### config.mk
export PLATFORM = sky130hd
export DESIGN_NAME = gshare_branch_predictor
export DESIGN_NICKNAME = d
export VERILOG_FILES = /design/src/rtl/gshare_branch_predictor.sv
export SDC_FILE = /design/constraint.sdc
export NUM_CORES = 1
export LEC_CHECK = 0
export ABC_AREA = 1
export CAP_MARGIN = 20
export CORE_AREA = 5 5 218 220
export DETAILED_ROUTE_END_ITERATION = 6
export DIE_AREA = 0 0 223 225
export PLACE_DENSITY = 0.69
export SLEW_MARGIN = 20
export SYNTH_ARGS = -nofsm -noshare
export SYNTH_HDL_FRONTEND = slang
export SYNTH_SLANG_ARGS = --single-unit
### constraint.sdc
create_clock -name clk -period 3.4 [get_ports clk]
set_input_delay 0.34 -clock clk [delete_from_list [all_inputs] [get_ports clk]]
set_output_delay 0.34 -clock clk [all_outputs]
set_load 0.01 [all_outputs]
### src/rtl/gshare_branch_predictor.sv
// Gshare direction predictor (2-bit counters) with a tagged BTB and split lookup/update ports.
// Optional lookup/mispredict statistics counters are built when GSHARE_BP_STATS_EN is defined.
module gshare_branch_predictor #(
  parameter int ADDR_WIDTH      = 13,
  parameter int PRED_TABLE_SIZE = 16,
  parameter int GHR_WIDTH       = 4
) (
  input  logic                  clk,
  input  logic                  pon_rst_i,
  input  logic                  pred_req_valid,
  output logic                  pred_req_ready,
  input  logic [ADDR_WIDTH-1:0] pred_pc,
  output logic                  pred_rsp_valid,
  output logic                  pred_rsp_taken,
  output logic                  pred_rsp_hit,
  output logic [ADDR_WIDTH-1:0] pred_rsp_target,
  output logic [GHR_WIDTH-1:0]  pred_rsp_ghr,
  input  logic                  upd_valid,
  input  logic [ADDR_WIDTH-1:0] upd_pc,
  input  logic [GHR_WIDTH-1:0]  upd_ghr,
  input  logic                  upd_taken,
  input  logic [ADDR_WIDTH-1:0] upd_target,
  input  logic                  upd_mispredict,
  output logic [15:0]           stat_lookups,
  output logic [15:0]           stat_mispredicts
);

  localparam int IDX_W = $clog2(PRED_TABLE_SIZE);
  localparam int TAG_W = ADDR_WIDTH - IDX_W;

  typedef enum logic {
    ST_INIT,
    ST_RUN
  } state_t;

  state_t           state;
  logic [IDX_W-1:0] init_idx;

  logic [1:0]            cnt_tbl [PRED_TABLE_SIZE];
  logic                  btb_vld [PRED_TABLE_SIZE];
  logic [TAG_W-1:0]      btb_tag [PRED_TABLE_SIZE];
  logic [ADDR_WIDTH-1:0] btb_tgt [PRED_TABLE_SIZE];
  logic [GHR_WIDTH-1:0]  ghr;

  function automatic logic [1:0] cnt_next(input logic [1:0] c, input logic taken);
    logic [1:0] n;
    n = c;
    if (taken && c != 2'b11) begin
      n = c + 2'b01;
    end else if (!taken && c != 2'b00) begin
      n = c - 2'b01;
    end
    return n;
  endfunction

  // Appending the new outcome below the history and dropping the top bit also covers GHR_WIDTH=1.
  function automatic logic [GHR_WIDTH-1:0] ghr_shift(input logic [GHR_WIDTH-1:0] g,
                                                     input logic t);
    logic [GHR_WIDTH:0] w;
    w = {g, t};
    return w[GHR_WIDTH-1:0];
  endfunction

  function automatic logic [IDX_W-1:0] dir_index(input logic [IDX_W-1:0] pc_lo,
                                                 input logic [GHR_WIDTH-1:0] h);
    return pc_lo ^ IDX_W'(h);
  endfunction

  logic                  accept;
  logic                  upd_en;
  logic [IDX_W-1:0]      lk_btb_idx;
  logic [IDX_W-1:0]      lk_dir_idx;
  logic [TAG_W-1:0]      lk_tag;
  logic                  lk_hit;
  logic                  lk_taken;
  logic [ADDR_WIDTH-1:0] lk_target;
  logic [IDX_W-1:0]      up_btb_idx;
  logic [IDX_W-1:0]      up_dir_idx;
  logic [TAG_W-1:0]      up_tag;

  // A mispredict repair owns the GHR this cycle, so lookups are held off.
  assign pred_req_ready = !pon_rst_i && (state == ST_RUN) && !(upd_valid && upd_mispredict);
  assign accept         = pred_req_valid && pred_req_ready;
  assign upd_en         = !pon_rst_i && (state == ST_RUN) && upd_valid;

  always_comb begin
    lk_btb_idx = pred_pc[IDX_W-1:0];
    lk_tag     = pred_pc[ADDR_WIDTH-1:IDX_W];
    lk_dir_idx = dir_index(pred_pc[IDX_W-1:0], ghr);
    lk_hit     = btb_vld[lk_btb_idx] && (btb_tag[lk_btb_idx] == lk_tag);
    lk_taken   = lk_hit && cnt_tbl[lk_dir_idx][1];
    lk_target  = lk_taken ? btb_tgt[lk_btb_idx] : pred_pc + ADDR_WIDTH'(1);
  end

  always_comb begin
    up_btb_idx = upd_pc[IDX_W-1:0];
    up_tag     = upd_pc[ADDR_WIDTH-1:IDX_W];
    up_dir_idx = dir_index(upd_pc[IDX_W-1:0], upd_ghr);
  end

  always_ff @(posedge clk) begin
    if (pon_rst_i) begin
      state    <= ST_INIT;
      init_idx <= '0;
    end else begin
      case (state)
        ST_INIT: begin
          init_idx <= init_idx + IDX_W'(1);
          if (init_idx == IDX_W'(PRED_TABLE_SIZE - 1)) begin
            state <= ST_RUN;
          end
        end
        default: state <= ST_RUN;
      endcase
    end
  end

  // Table storage; the registered response reads the old contents, giving read-before-write.
  always_ff @(posedge clk) begin
    if (!pon_rst_i && state == ST_INIT) begin
      cnt_tbl[init_idx] <= 2'b01;
      btb_vld[init_idx] <= 1'b0;
      btb_tgt[init_idx] <= '0;
    end else if (upd_en) begin
      cnt_tbl[up_dir_idx] <= cnt_next(cnt_tbl[up_dir_idx], upd_taken);
      if (upd_taken) begin
        btb_vld[up_btb_idx] <= 1'b1;
        btb_tag[up_btb_idx] <= up_tag;
        btb_tgt[up_btb_idx] <= upd_target;
      end
    end
  end

  // Lookup stage boundary: response registered one cycle after accept.
  always_ff @(posedge clk) begin
    if (pon_rst_i) begin
      pred_rsp_valid  <= 1'b0;
      pred_rsp_taken  <= 1'b0;
      pred_rsp_hit    <= 1'b0;
      pred_rsp_target <= '0;
      pred_rsp_ghr    <= '0;
      ghr             <= '0;
    end else begin
      pred_rsp_valid <= accept;
      if (accept) begin
        pred_rsp_taken  <= lk_taken;
        pred_rsp_hit    <= lk_hit;
        pred_rsp_target <= lk_target;
        pred_rsp_ghr    <= ghr;
        ghr             <= ghr_shift(ghr, lk_taken);
      end else if (upd_en && upd_mispredict) begin
        ghr <= ghr_shift(upd_ghr, upd_taken);
      end
    end
  end

`ifdef GSHARE_BP_STATS_EN
  logic [15:0] lookups_cnt;
  logic [15:0] mispred_cnt;

  always_ff @(posedge clk) begin
    if (pon_rst_i) begin
      lookups_cnt <= '0;
      mispred_cnt <= '0;
    end else begin
      if (accept && lookups_cnt != 16'hFFFF) begin
        lookups_cnt <= lookups_cnt + 16'd1;
      end
      if (upd_valid && upd_mispredict && mispred_cnt != 16'hFFFF) begin
        mispred_cnt <= mispred_cnt + 16'd1;
      end
    end
  end

  assign stat_lookups     = lookups_cnt;
  assign stat_mispredicts = mispred_cnt;
`else
  assign stat_lookups     = '0;
  assign stat_mispredicts = '0;
`endif

endmodule

* Word level (Yosys, flattened, before mapping) *
Memory sizes are Yosys's and may differ from the RTL's.
Index checks and enable logic that the tools add are counted.

storage, ports and cells
  flip-flop bits (word level) = 29
  memory bits (writable) = 400
  input port bits = 49
  output and inout bits = 53
  logic and storage cells = 68
  memories = 4

operators by class
  $add $sub $neg = 4
  equality and inequality tests = 3
  multiplexer cells = 27
  bitwise gates (word level) = 3
  reduce and logical (&&, ||, !) cells = 19

memories
  memory   words  bits a word  rd ports  clocked after memory_dff  write ports  line  text
  btb_tgt  16     13           1         0                         1            42    logic [ADDR_WIDTH-1:0] btb_tgt [PRED_TABLE_SIZE];
  btb_tag  16     9            1         0                         1            41    logic [TAG_W-1:0] btb_tag [PRED_TABLE_SIZE];
  cnt_tbl  16     2            2         0                         1            39    logic [1:0] cnt_tbl [PRED_TABLE_SIZE];
  btb_vld  16     1            1         0                         1            40    logic btb_vld [PRED_TABLE_SIZE];

operators with widths
  operator                 number
  $mux W13                 2
  $mux W4                  5
  $mux W1                  15
  $add A13 B1 Y13 const B  1
  $reduce_or A13 Y1        1
  $logic_and A1 B1 Y1      11
  $mux W2                  5
  $eq A9 B9 Y1             1
  $xor A4 B4 Y4            2
  $add A4 B1 Y4 const B    1
  $eq A4 B4 Y1 const B     1
  $reduce_bool A2 Y1       2
  $logic_not A1 Y1         3
  $add A2 B1 Y2 const B    1
  $ne A2 B2 Y1 const B     1
  $reduce_or A2 Y1         1
  $sub A2 B1 Y2 const B    1
  $not A1 Y1               1
  $reduce_or A1 Y1         1

* Depth between registers and ports, before layout *
Gate-level depths: netlist (run 1).
An unclocked memory read counts as a cell.

  depth after elaboration = 9
  mapped depth = 21

* Least setup slack after synthesis (run 1) *
No wires, ideal clock.

  path type = input port to flip-flop
  start point = input port pon_rst_i
  end point = memory btb_tgt[14][0], enable pin
  setup time = 0.403 ns
  arrival = 3.047 ns
  required time = 2.997 ns
  slack = -0.050 ns
  stages on the path = 11
  buffers on the path = 2
  cell sequence = buf_2 nor2_1 inv_1 nor2_2 inv_1 nor2_2 inv_1 buf_2 a21oi_1 inv_1 nor3_1

between the ends
  cells in the longest elaborated chain, start to end = 8
  elaborated cells on any way between the ends = 12
  classes of those cells = mux: 7; reduce/logical: 5

ends and longest elaborated chain
  element                                              line     text
  from (decl)                                          9        input logic pon_rst_i,
  $logic_not A1 Y1 *                                   84, 120
  $logic_and A1 B1 Y1 (2 in a row)                     84       assign upd_en = !pon_rst_i && (state == ST_RUN) && upd_valid;
  $mux W1                                              124      end else if (upd_en) begin
  $mux W1                                              120      if (!pon_rst_i && state == ST_INIT) begin
  $mux W1 (not written as such)                        129      btb_tgt[up_btb_idx] <= upd_target;
  $reduce_or A13 Y1 (no line)                          --
  $mux W4 (no line) / $mux W1 (equally long branches)  --
  to (decl)                                            42

Mark *: on every way between the ends. The rest lies on a longest branch, timed or not.

* Final worst setup path (run 1) *
  start point = input port upd_pc[0]
  end point = memory cnt_tbl[12][0] (data pin)

between the ends
  cells in the longest elaborated chain, start to end = 9
  elaborated cells on any way between the ends = 13
  classes of those cells = add/sub: 2; eq/ne: 1; mux: 5; bitwise: 1; reduce/logical: 3; memory: 1

ends and longest elaborated chain
  element                                                                line  text
  from (decl)                                                            19    input logic [ADDR_WIDTH-1:0] upd_pc,
  $xor A4 B4 Y4 *                                                        66    return pc_lo ^ IDX_W'(h);
  $mem_v2 Z16 W2 *                                                       --
  parallel branches: the longest is 3 deep, another holds $sub A2 B1 Y2  --
  $mux W2 *                                                              48    if (taken && c != 2'b11) begin
  $mux W2 *                                                              124
  $mux W2 *                                                              120
  $mux W2 (no line) *                                                    --
  to (decl)                                                              39

Mark *: on every way between the ends. The select of a mux whose other input is x is not followed.

==> summary.txt, run 1 <==
Status - complete, but fails checks
Failing checks - design-rule violations
Pwr dens - 519 nW/µm²
Peak supply drop - 0.372 mV
Worst-Skew Late Latency - 0.57 ns
Reg-to-reg setup timing slack - 0.54 ns
CTS tree - built
Peak fanout along the critical path - 20
Proportion of layout cells with a drive suffix above 1 - 0.0919
CP startpoint kind - input port
Clock buffer depth - 3
Synth Register Bits - 429
Number of setup buffers added after CTS - 0
Setup violations, final - 0
RSZ-0062 raised after global routing - no
Initial antenna violation count - 0
YS warnings - 0
Worst Skew - 0.0238 ns
Global-route wire length before repair - 73900 µm
Final Hold Fails - 0
Total clock buffers created by CTS - 45
Switch share - 0.229
Clk pin slew, worst setup/hold paths - 0.06 ns
CTS sink count - 429
Int Power - 8750 µW
Worst R2R Path Depth - 12
Met3 WL - 4360 µm
Detailed Route Iter0 Violations - 1527
GR Overflow Total - 0
Leakage power - 0.00796 µW
Die width - 223 µm
Post-layout min period - 2.89 ns
Largest net degree at the start of global routing - 124
Critical path's slowest cell - clkdlybuf4s50_1
Largest stage delay, worst path - 0.43 ns
Top_reg_cell synth - edfxtp_1
I/O pins - 102
Die H - 225 µm
Root Driver - clkbuf_16
Die area - 50200 µm²
Slew Limit Fails - 0
Total number of vias - 13500
Cell Count, Final, Fillers Out - 2526
Crit path required time - 3.53 ns
Critical R2R Capture - btb_tgt[2][1]
Yosys top cell area share - 0.641
Max cap viols - 0
Part of the power in the clock network - 0.419
Vias in the first global route - 12700
Crit Path Class - input port to flop
Fmax - 346 MHz
EDFF count, synth - 400
GP Congestion - 0.944
Initial Util - 0.416
Final WL - 48400 µm
Crit path from - upd_pc[0]
Port Buf Inserts - 69
Crit path cell chain - clkdlybuf4s50_1 > or2_2 > nand2_1 > inv_1 > o211ai_1 > nand3_1 > nand3_1 > nand2_1 > inv_1 > ha_1 > nor2_1 > buf_4 > o21ai_0 > nand3_1
Flop pwr share - 0.510
Top cells by count, synth - edfxtp_1 (400), nand2_1 (361), nor2_1 (248)
Worst-Margin Slew - 0.816 ns
Synth top area cells - edfxtp_1 (64%), nand2_1 (7.2%), nor2_1 (5.0%), o21ai_0 (4.2%), nand3_1 (3.5%)
Switching power - 2590 µW
CTS H-tree depth - 2
Wire length on met1 - 20100 µm
Total GRT Usage - 0.186
Total power - 11300 µW
Post_cts resized - 0
Drt drc - 1
Layout Area Growth over Synthesis - 16.5%
Cell with the most instances after synthesis - edfxtp_1
Slew margin rel. - 0.454
Synth area leader - edfxtp_1
Core area - 45100 µm²
Avg Inst Size Synth - 10.6 µm²
Sequential area share after synthesis - 0.672
DR top layer - met4
# diodes - 0
Routed WL per cell - 19.2 µm
Routed Antenna Nets - 0
Pre-CTS WS - -0.237 ns
Worst setup EP type - flop
Mapped Cells - 1771
Hold-fix buffers, CTS - 0
Nets - 1942
Length of routed met2 wiring - 22700 µm
Reg2reg start - state
Synthesized area - 18700 µm²
Final Cycle Share - 0.849
DR pass1 iterations - 7
Via density - 5.33
Setup ws final - 0.513 ns
Power share of the combinational group - 0.071
DP Cell Count - 2442
Fraction of registers with async set/reset - 0
Critical path endpoint - cnt_tbl[12][0]
DP HPWL - 31000 µm
Row count - 78
Crit path top cell by count - nand3_1
WP data arrival - 3.02 ns
Post-synth cell types - 38
HP Class - input port to flop
-- sequential cells by signal, indices dropped and copies added, names as in the netlist --
| register | cells |
|---|---|
| btb_vld | 16 |
| cnt_tbl | 32 |
| init_idx | 4 |
| pred_rsp_hit | 1 |
| pred_rsp_ghr | 4 |
| btb_tgt | 208 |
| state | 1 |
| pred_rsp_valid | 1 |
| pred_rsp_taken | 1 |
| btb_tag | 144 |
| pred_rsp_target | 13 |
| ghr | 4 |
-- worst max-delay path, delay by kind of cell --
kind            cells  cell delay [ns]
simple gates        7             1.15
buf+inv             4             0.93
compound gates      2             0.45
fa+ha+maj           1             0.15
-- logic make-up after synthesis --
logic type | count (synthesis) | share of synthesized area
DFF | 429 | 0.672
adders and majority gates | 4 | 0.00267
xor gates and xnor gates | 18 | 0.00881
and+or+nand+nor | 777 | 0.170
buffers and inverters | 268 | 0.0658
other | 1 | 0.000200
AOI/OAI and AO/OA | 274 | 0.0811
-- metrics by stage --
stage          setup TNS [ns]  hold slack, ns   util  instance area (µm²)
6_report                    0           0.435  0.484                21800
5_1_grt                     0           0.452  0.484                21800
4_1_cts                     0           0.409  0.484                21800
3_5_place_dp            -4.91           0.461  0.452                20400
3_3_place_gp            -2.10           0.455  0.452                20400
2_1_floorplan           -1.40           0.439      -                18900
-- placed cells by master, fill, tap and decap left out, types with 4 or more instances in the layout --
cell / count
o221ai_1: 8
inv_1: 142
inv_2: 4
o21ai_1: 8
xnor2_1: 7
clkinvlp_4: 6
edfxtp_1: 400
xor2_1: 10
nor2_1: 247
clkdlybuf4s50_1: 67
nand4_1: 15
o21ai_0: 159
o22ai_1: 44
clkbuf_16: 45
nor3_1: 8
nand3_1: 130
ha_1: 4
clkinv_1: 11
buf_4: 87
nor3_2: 4
conb_1: 32
clkinv_2: 5
clkbuf_1: 9
o211ai_1: 16
a21oi_1: 28
buf_12: 5
nand2_1: 361
dfxtp_1: 29
o21a_1: 5
-- routing by layer --
metal / up-vias / GRT usage
met5: - / 0
met4: 0 / 0.0514
met3: 101 / 0.0305
met2: 631 / 0.305
met1: 6455 / 0.261
li1: 6272 / -
-- worst min path at each step --
stage                    start               to  slack, ns  cells after the start
2_1_floorplan        upd_pc[4]    btb_tag[0][0]       0.44                      0
3_3_place_gp   pred_rsp_ghr[0]  pred_rsp_ghr[0]       0.46                      2
3_5_place_dp   pred_rsp_ghr[0]  pred_rsp_ghr[0]       0.46                      2
4_1_cts             upd_ghr[2]           ghr[3]       0.41                      3
5_1_grt             upd_ghr[2]           ghr[3]       0.45                      3
6_report            upd_ghr[2]           ghr[3]       0.44                      3
-- power groups by stage --
| stage | registers [µW] | clock network, µW | logic, µW |
|---|---|---|---|
| 2_1_floorplan | 5880 | 0 | 511 |
| 5_1_grt | 5780 | 5020 | 890 |
| 3_5_place_dp | 5890 | 0 | 796 |
| 4_1_cts | 5780 | 4810 | 802 |
| 6_report | 5780 | 4750 | 810 |
| 3_3_place_gp | 5890 | 0 | 782 |
-- final cells by class --
class / instances / area [µm²]
Tap cell: 600 / 751
Inverter: 148 / 558
Clock buffer: 56 / 1190
Clock inverter: 28 / 248
Multi-Input combinational cell: 1105 / 5060
Sequential cell: 429 / 12600
Fill cell: 3976 / 23300
Timing Repair Buffer: 160 / 1440
No activity file was read; power rests on OpenSTA's default activity.
==> inputs of run 2 (changes only) <==
--- a/config.mk
+++ b/config.mk
@@ -10,7 +10,7 @@
 export CORE_AREA = 5 5 218 220
 export DETAILED_ROUTE_END_ITERATION = 6
 export DIE_AREA = 0 0 223 225
-export PLACE_DENSITY = 0.69
+export PLACE_DENSITY = 0.67
 export SLEW_MARGIN = 20
 export SYNTH_ARGS = -nofsm -noshare
 export SYNTH_HDL_FRONTEND = slang
==> constraint.sdc (replaced) <==
create_clock -name clk -period 2.7 [get_ports clk]
set_input_delay 0.27 -clock clk [delete_from_list [all_inputs] [get_ports clk]]
set_output_delay 0.27 -clock clk [all_outputs]
set_load 0.01 [all_outputs]
==> run 2 against run 1 <==
The flow still finishes with violations (design-rule violations); critical path depth is 1 lower; critical endpoint is now btb_tgt[14][2]; sequential power is 26% higher; clock power is 28% higher; worst setup slack worse by 0.37 ns; hold slack worse by 0.099 ns; register-to-register slack worse by 0.40 ns; sequential cell count stayed put; clock skew is 0.0018 ns higher; clock-buffer cell count stayed put.
==> summary.txt, run 2 (synthesized netlist as in run 1, its figures left out) <==
Largest net degree at the start of global routing - 52
Final Cell Area - 22600 µm²
Total GRT Usage - 0.193
Critical path endpoint - btb_tgt[14][2]
Clk pin slew, worst setup/hold paths - 0.06 ns
Final setup TNS - 0 ns
DR pass1 iterations - 7
Initial antenna violation count - 1
Total clock buffers created by CTS - 45
Die H - 225 µm
CP startpoint kind - flop
Peak supply drop - 0.477 mV
Placed Area - 21000 µm²
Total number of vias - 13500
WP data arrival - 2.85 ns
Row count - 78
HP Class - input port to flop
Peak fanout along the critical path - 14
Leakage power - 0.00826 µW
Critical R2R Capture - btb_tgt[14][2]
Initial Util - 0.416
Final Hold Fails - 0
GP Congestion - 0.915
Port Buf Inserts - 69
Nets - 1984
Clock buffer depth - 3
Reg2reg start - state
Worst-Margin Slew - 0.791 ns
CTS H-tree depth - 2
Vias in the first global route - 12800
CTS sink count - 429
Slew Limit Fails - 0
Critical path's slowest cell - dfxtp_1
Worst R2R Path Depth - 13
Detailed Route Iter0 Violations - 1304
Slew margin rel. - 0.471
Root Driver - clkbuf_16
Pwr dens - 641 nW/µm²
Most frequent cells in the layout - edfxtp_1 (400), nand2_1 (360), nor2_1 (232)
Worst setup EP type - flop
Worst-Skew Late Latency - 0.60 ns
GR Overflow Total - 0
Layout Area Growth over Synthesis - 20.3%
Worst Skew - 0.0256 ns
Max reg flops - 208
Global-route wire length before repair - 75600 µm
Crit path required time - 2.99 ns
Routed WL per cell - 19.4 µm
Buf/Inv on CP - 8
Die width - 223 µm
# diodes - 0
Max cap viols - 0
Core Util, Final - 0.500
Met3 usage - 0.0430
Biggest regs - btb_tgt (208), btb_tag (144), cnt_tbl (32)
Largest stage delay, worst path - 0.34 ns
Commonest non-fill, non-tap cell in the layout - edfxtp_1
Final WL - 49700 µm
CTS tree - built
Crit path cell chain - inv_2 > nor2_2 > inv_1 > nor2_2 > inv_2 > nor2_4 > clkinvlp_4 > buf_4 > a21oi_4 > inv_1 > buf_4 > nor3_4 > buf_12
Post-layout min period - 2.56 ns
Core area - 45100 µm²
Crit path from - state
Largest Register - btb_tgt
Final Cycle Share - 0.948
I/O pins - 102
DP HPWL - 33600 µm
Crit path max-delay family - buffers and inverters
Met2 Use GR - 0.307
Proportion of layout cells with a drive suffix above 1 - 0.123
Fmax - 391 MHz
Worst Hold Slack - 0.336 ns
Drt drc - 13
Crit Path Class - flop to flop
Status - complete, but fails checks
Via density - 5.25
Routed Antenna Nets - 0
Worst path depth - 13
Reg-to-reg setup timing slack - 0.14 ns
Met1 Use GR - 0.270
Setup violations, final - 0
Die area - 50200 µm²
Most used routing layer - met2
Failing checks - design-rule violations
## run 2: cell count changes in the layout (fill, tap and decap cells not counted), sizes merged
cell	change
clkinv	+5
bufinv	-2
inv	-2
buf	+40
## run 2: through the flow
step           total power (µW)  setup WS [ns]  instances
2_1_floorplan              8070        0.00708       1802
3_3_place_gp               8490         -0.622       2480
3_5_place_dp               8510         -0.811       2480
4_1_cts                   14500         0.0651       2563
5_1_grt                   15000      -0.000571       2567
6_report                  14500          0.142       2567
## run 2: final cells by class
type | instances | area, µm²
Multi-Input combinational cell | 1105 | 5170
Timing Repair Buffer | 200 | 2000
Sequential cell | 429 | 12600
Inverter | 148 | 566
Clock buffer | 56 | 1240
Timing Repair inverter | 2 | 15.0
Tap cell | 600 | 751
Fill cell | 3910 | 22500
Clock inverter | 27 | 221
## run 2: layer usage
metal  up-vias  routed length [µm]
met5         -                  12
met1      6422               21200
met2       615               22900
met4         2                1240
li1       6346                   -
met3        85                4360
## run 2: how the worst min path moves through the flow
stage                    startpoint               to  cells after the start
finish                   upd_ghr[1]           ghr[2]                      3
floorplan                 upd_pc[4]    btb_tag[0][0]                      0
global route             upd_ghr[1]           ghr[2]                      3
CTS                      upd_ghr[1]           ghr[2]                      3
global placement     pred_rsp_taken   pred_rsp_taken                      2
detailed placement  pred_rsp_ghr[3]  pred_rsp_ghr[3]                      2
## run 2: what timing repair did
item	CTS	global route
cloned	0	2
pin swaps	0	1
hold buffers	0	0
setup endpoints to repair	16	270
buffers inserted	0	2
resized for setup	1	12
## run 2: report_power, final
group | internal (µW) | switching, µW | total (µW) | leakage, µW
clock | 3410 | 2660 | 6070 | 0.000713
combinational | 393 | 727 | 1120 | 0.00390
sequential | 7260 | 17.5 | 7270 | 0.00364
## run 2: tightest hold or removal path, delay by kind of cell
family / cells / cell delay [ns]
buffers and inverters: 1 / 0.43
AND/OR/NAND/NOR: 1 / 0.09
AO/OA/AOI/OAI: 1 / 0.08
==> inputs of run 3 (changes only) <==
--- a/config.mk
+++ b/config.mk
@@ -10,7 +10,6 @@
 export CORE_AREA = 5 5 218 220
 export DETAILED_ROUTE_END_ITERATION = 6
 export DIE_AREA = 0 0 223 225
-export PLACE_DENSITY = 0.67
 export SLEW_MARGIN = 20
 export SYNTH_ARGS = -nofsm -noshare
 export SYNTH_HDL_FRONTEND = slang
==> run 3 against run 2 <==
The flow now finishes without violations; utilization up 0.11 points; global-route usage up 0.41 points; sequential cell count unchanged; register-to-register slack better by 0.098 ns; die area unchanged; non-clock buffer count up 6; sequential share of layout area down 0.12 points; maximum frequency up 0.53%; worst setup slack better by 0.014 ns; via count down 0.96%; clock skew down 0.0034 ns; critical path type is now input port to flop; largest cell class unchanged; largest power group unchanged.
==> summary.txt, run 3 (synthesized netlist as in run 1, its figures left out) <==
WP data arrival - 2.86 ns
Nets - 1990
Worst setup EP type - flop
Total number of vias - 13300
Cell Count, Final, Fillers Out - 2573
Crit path required time - 3.01 ns
Worst-Margin Slew - 0.829 ns
Initial antenna violation count - 0
Port Buf Inserts - 69
Post-layout min period - 2.54 ns
Worst Skew - 0.0222 ns
Final Cell Area - 22600 µm²
Core area - 45100 µm²
Die width - 223 µm
CTS sink count - 429
Peak supply drop - 0.543 mV
Leakage power - 0.00831 µW
Total GRT Usage - 0.197
DP HPWL - 33800 µm
Largest net degree at the start of global routing - 58
Routed Antenna Nets - 0
Met2 Use GR - 0.309
Hold-fix buffers, CTS - 0
# diodes - 0
Vias in the first global route - 12800
Crit path cell chain - clkdlybuf4s50_1 > or2_2 > nand2_1 > clkinvlp_4 > o211ai_1 > nand3_1 > nand3_1 > nand2_1 > inv_1 > ha_1 > nor2_1 > buf_4 > o21ai_0 > nand3_1 > buf_4
Die H - 225 µm
Buf/Inv on CP - 5
Critical path's slowest cell - clkdlybuf4s50_1
Row count - 78
Crit path max-delay family - buffers and inverters
DP Cell Count - 2487
Clock buffer depth - 3
CTS H-tree depth - 2
Via density - 5.18
Largest stage delay, worst path - 0.44 ns
Die area - 50200 µm²
Most frequent cells in the layout - edfxtp_1 (400), nand2_1 (360), nor2_1 (234)
Global-route wire length before repair - 76900 µm
Routed WL per cell - 19.5 µm
Setup violations, final - 0
Commonest non-fill, non-tap cell in the layout - edfxtp_1
Slew margin rel. - 0.446
GP Congestion - 0.936
Initial Util - 0.416
Largest Register - btb_tgt
HP Class - input port to flop
Final WL - 50100 µm
Slew Limit Fails - 0
Total clock buffers created by CTS - 46
Met3 usage - 0.0352
Worst Hold Slack - 0.355 ns
Core Util, Final - 0.501
Proportion of layout cells with a drive suffix above 1 - 0.126
Peak fanout along the critical path - 16
Detailed Route Iter0 Violations - 1337
Biggest regs - btb_tgt (208), btb_tag (144), cnt_tbl (32)
Root Driver - clkbuf_16
Max reg flops - 208
Met1 Use GR - 0.279
Status - complete, no violations
I/O pins - 102
CTS tree - built
Drt drc - 0
Crit path top cell by count - nand3_1
GR Overflow Total - 0
CP startpoint kind - input port
Pwr dens - 642 nW/µm²
Worst-Skew Late Latency - 0.59 ns
Fmax - 393 MHz
Max cap viols - 0
Most used routing layer - met2
DR pass1 iterations - 6
Placed Area - 21100 µm²
Clk pin slew, worst setup/hold paths - 0.06 ns
Final Hold Fails - 0
Layout Area Growth over Synthesis - 20.6%
Crit Path Class - input port to flop
Final Cycle Share - 0.942
[run 3: cell types whose count changed in the layout (fill, tap and decap cells not counted), moves of 2 or more]
cell	before	now
inv_1	138	140
inv_6	0	3
nor2_2	17	15
clkbuf_1	7	4
clkbuf_8	1	6
buf_4	106	112
nor2_1	232	234
[run 3: area by class of cell]
type                    instances  area [µm²]
multi-input cells            1105        5160
clock inverters                27         208
inverters                     148         562
well taps                     600         751
clock buffers                  57        1270
repair inverters                1        7.51
flip-flops and latches        429       12600
repair buffers                206        2040
fillers                      4103       22500
[run 3: stage by stage]
| step | TNS [ns] | setup WS [ns] | total power, µW |
|---|---|---|---|
| final | 0 | 0.155 | 14500 |
| after global routing | -0.0822 | -0.0139 | 15000 |
| after CTS | 0 | 0.0440 | 14600 |
| after detailed placement | -67.08 | -0.886 | 8520 |
| after global placement | -60.36 | -0.770 | 8500 |
| after floorplan | 0 | 0.00708 | 8070 |
[run 3: metal layers]
layer | up-vias | part of all wire
li1 | 6371 | -
met1 | 6407 | 0.45
met2 | 483 | 0.46
met3 | 80 | 0.067
met4 | 0 | 0.028
met5 | - | 0
[run 3: final timing paths]
path	from	slack, ns	cells after the start	endpoint
setup / recovery	upd_pc[0]	0.16	15	cnt_tbl[0][0]
hold reg to reg	pred_rsp_taken	0.47	2	pred_rsp_taken
hold / removal	upd_ghr[1]	0.35	3	ghr[2]
setup reg to reg	state	0.24	13	btb_tgt[5][4]
[run 3: worst register-to-register path, delay by kind of cell, from the launching register on]
family | cells | cell delay, ns
AO/OA/AOI/OAI | 1 | 0.05
buffers and inverters | 6 | 0.77
flip-flops | 1 | 0.34
AND/OR/NAND/NOR | 6 | 1.04
[run 3: power breakdown]
group,leakage [µW],internal [µW],switching (µW)
Clock,0.000726,3550,2580
Combinational,0.00393,387,729
Sequential,0.00364,7260,17.6
Total,0.00831,11200,3320
[run 3: repair_timing]
action                     CTS  global route
pin swaps                    0             1
setup buffers                0             1
resized for setup            1             8
cloned                       0             1
setup endpoints to repair   16           138
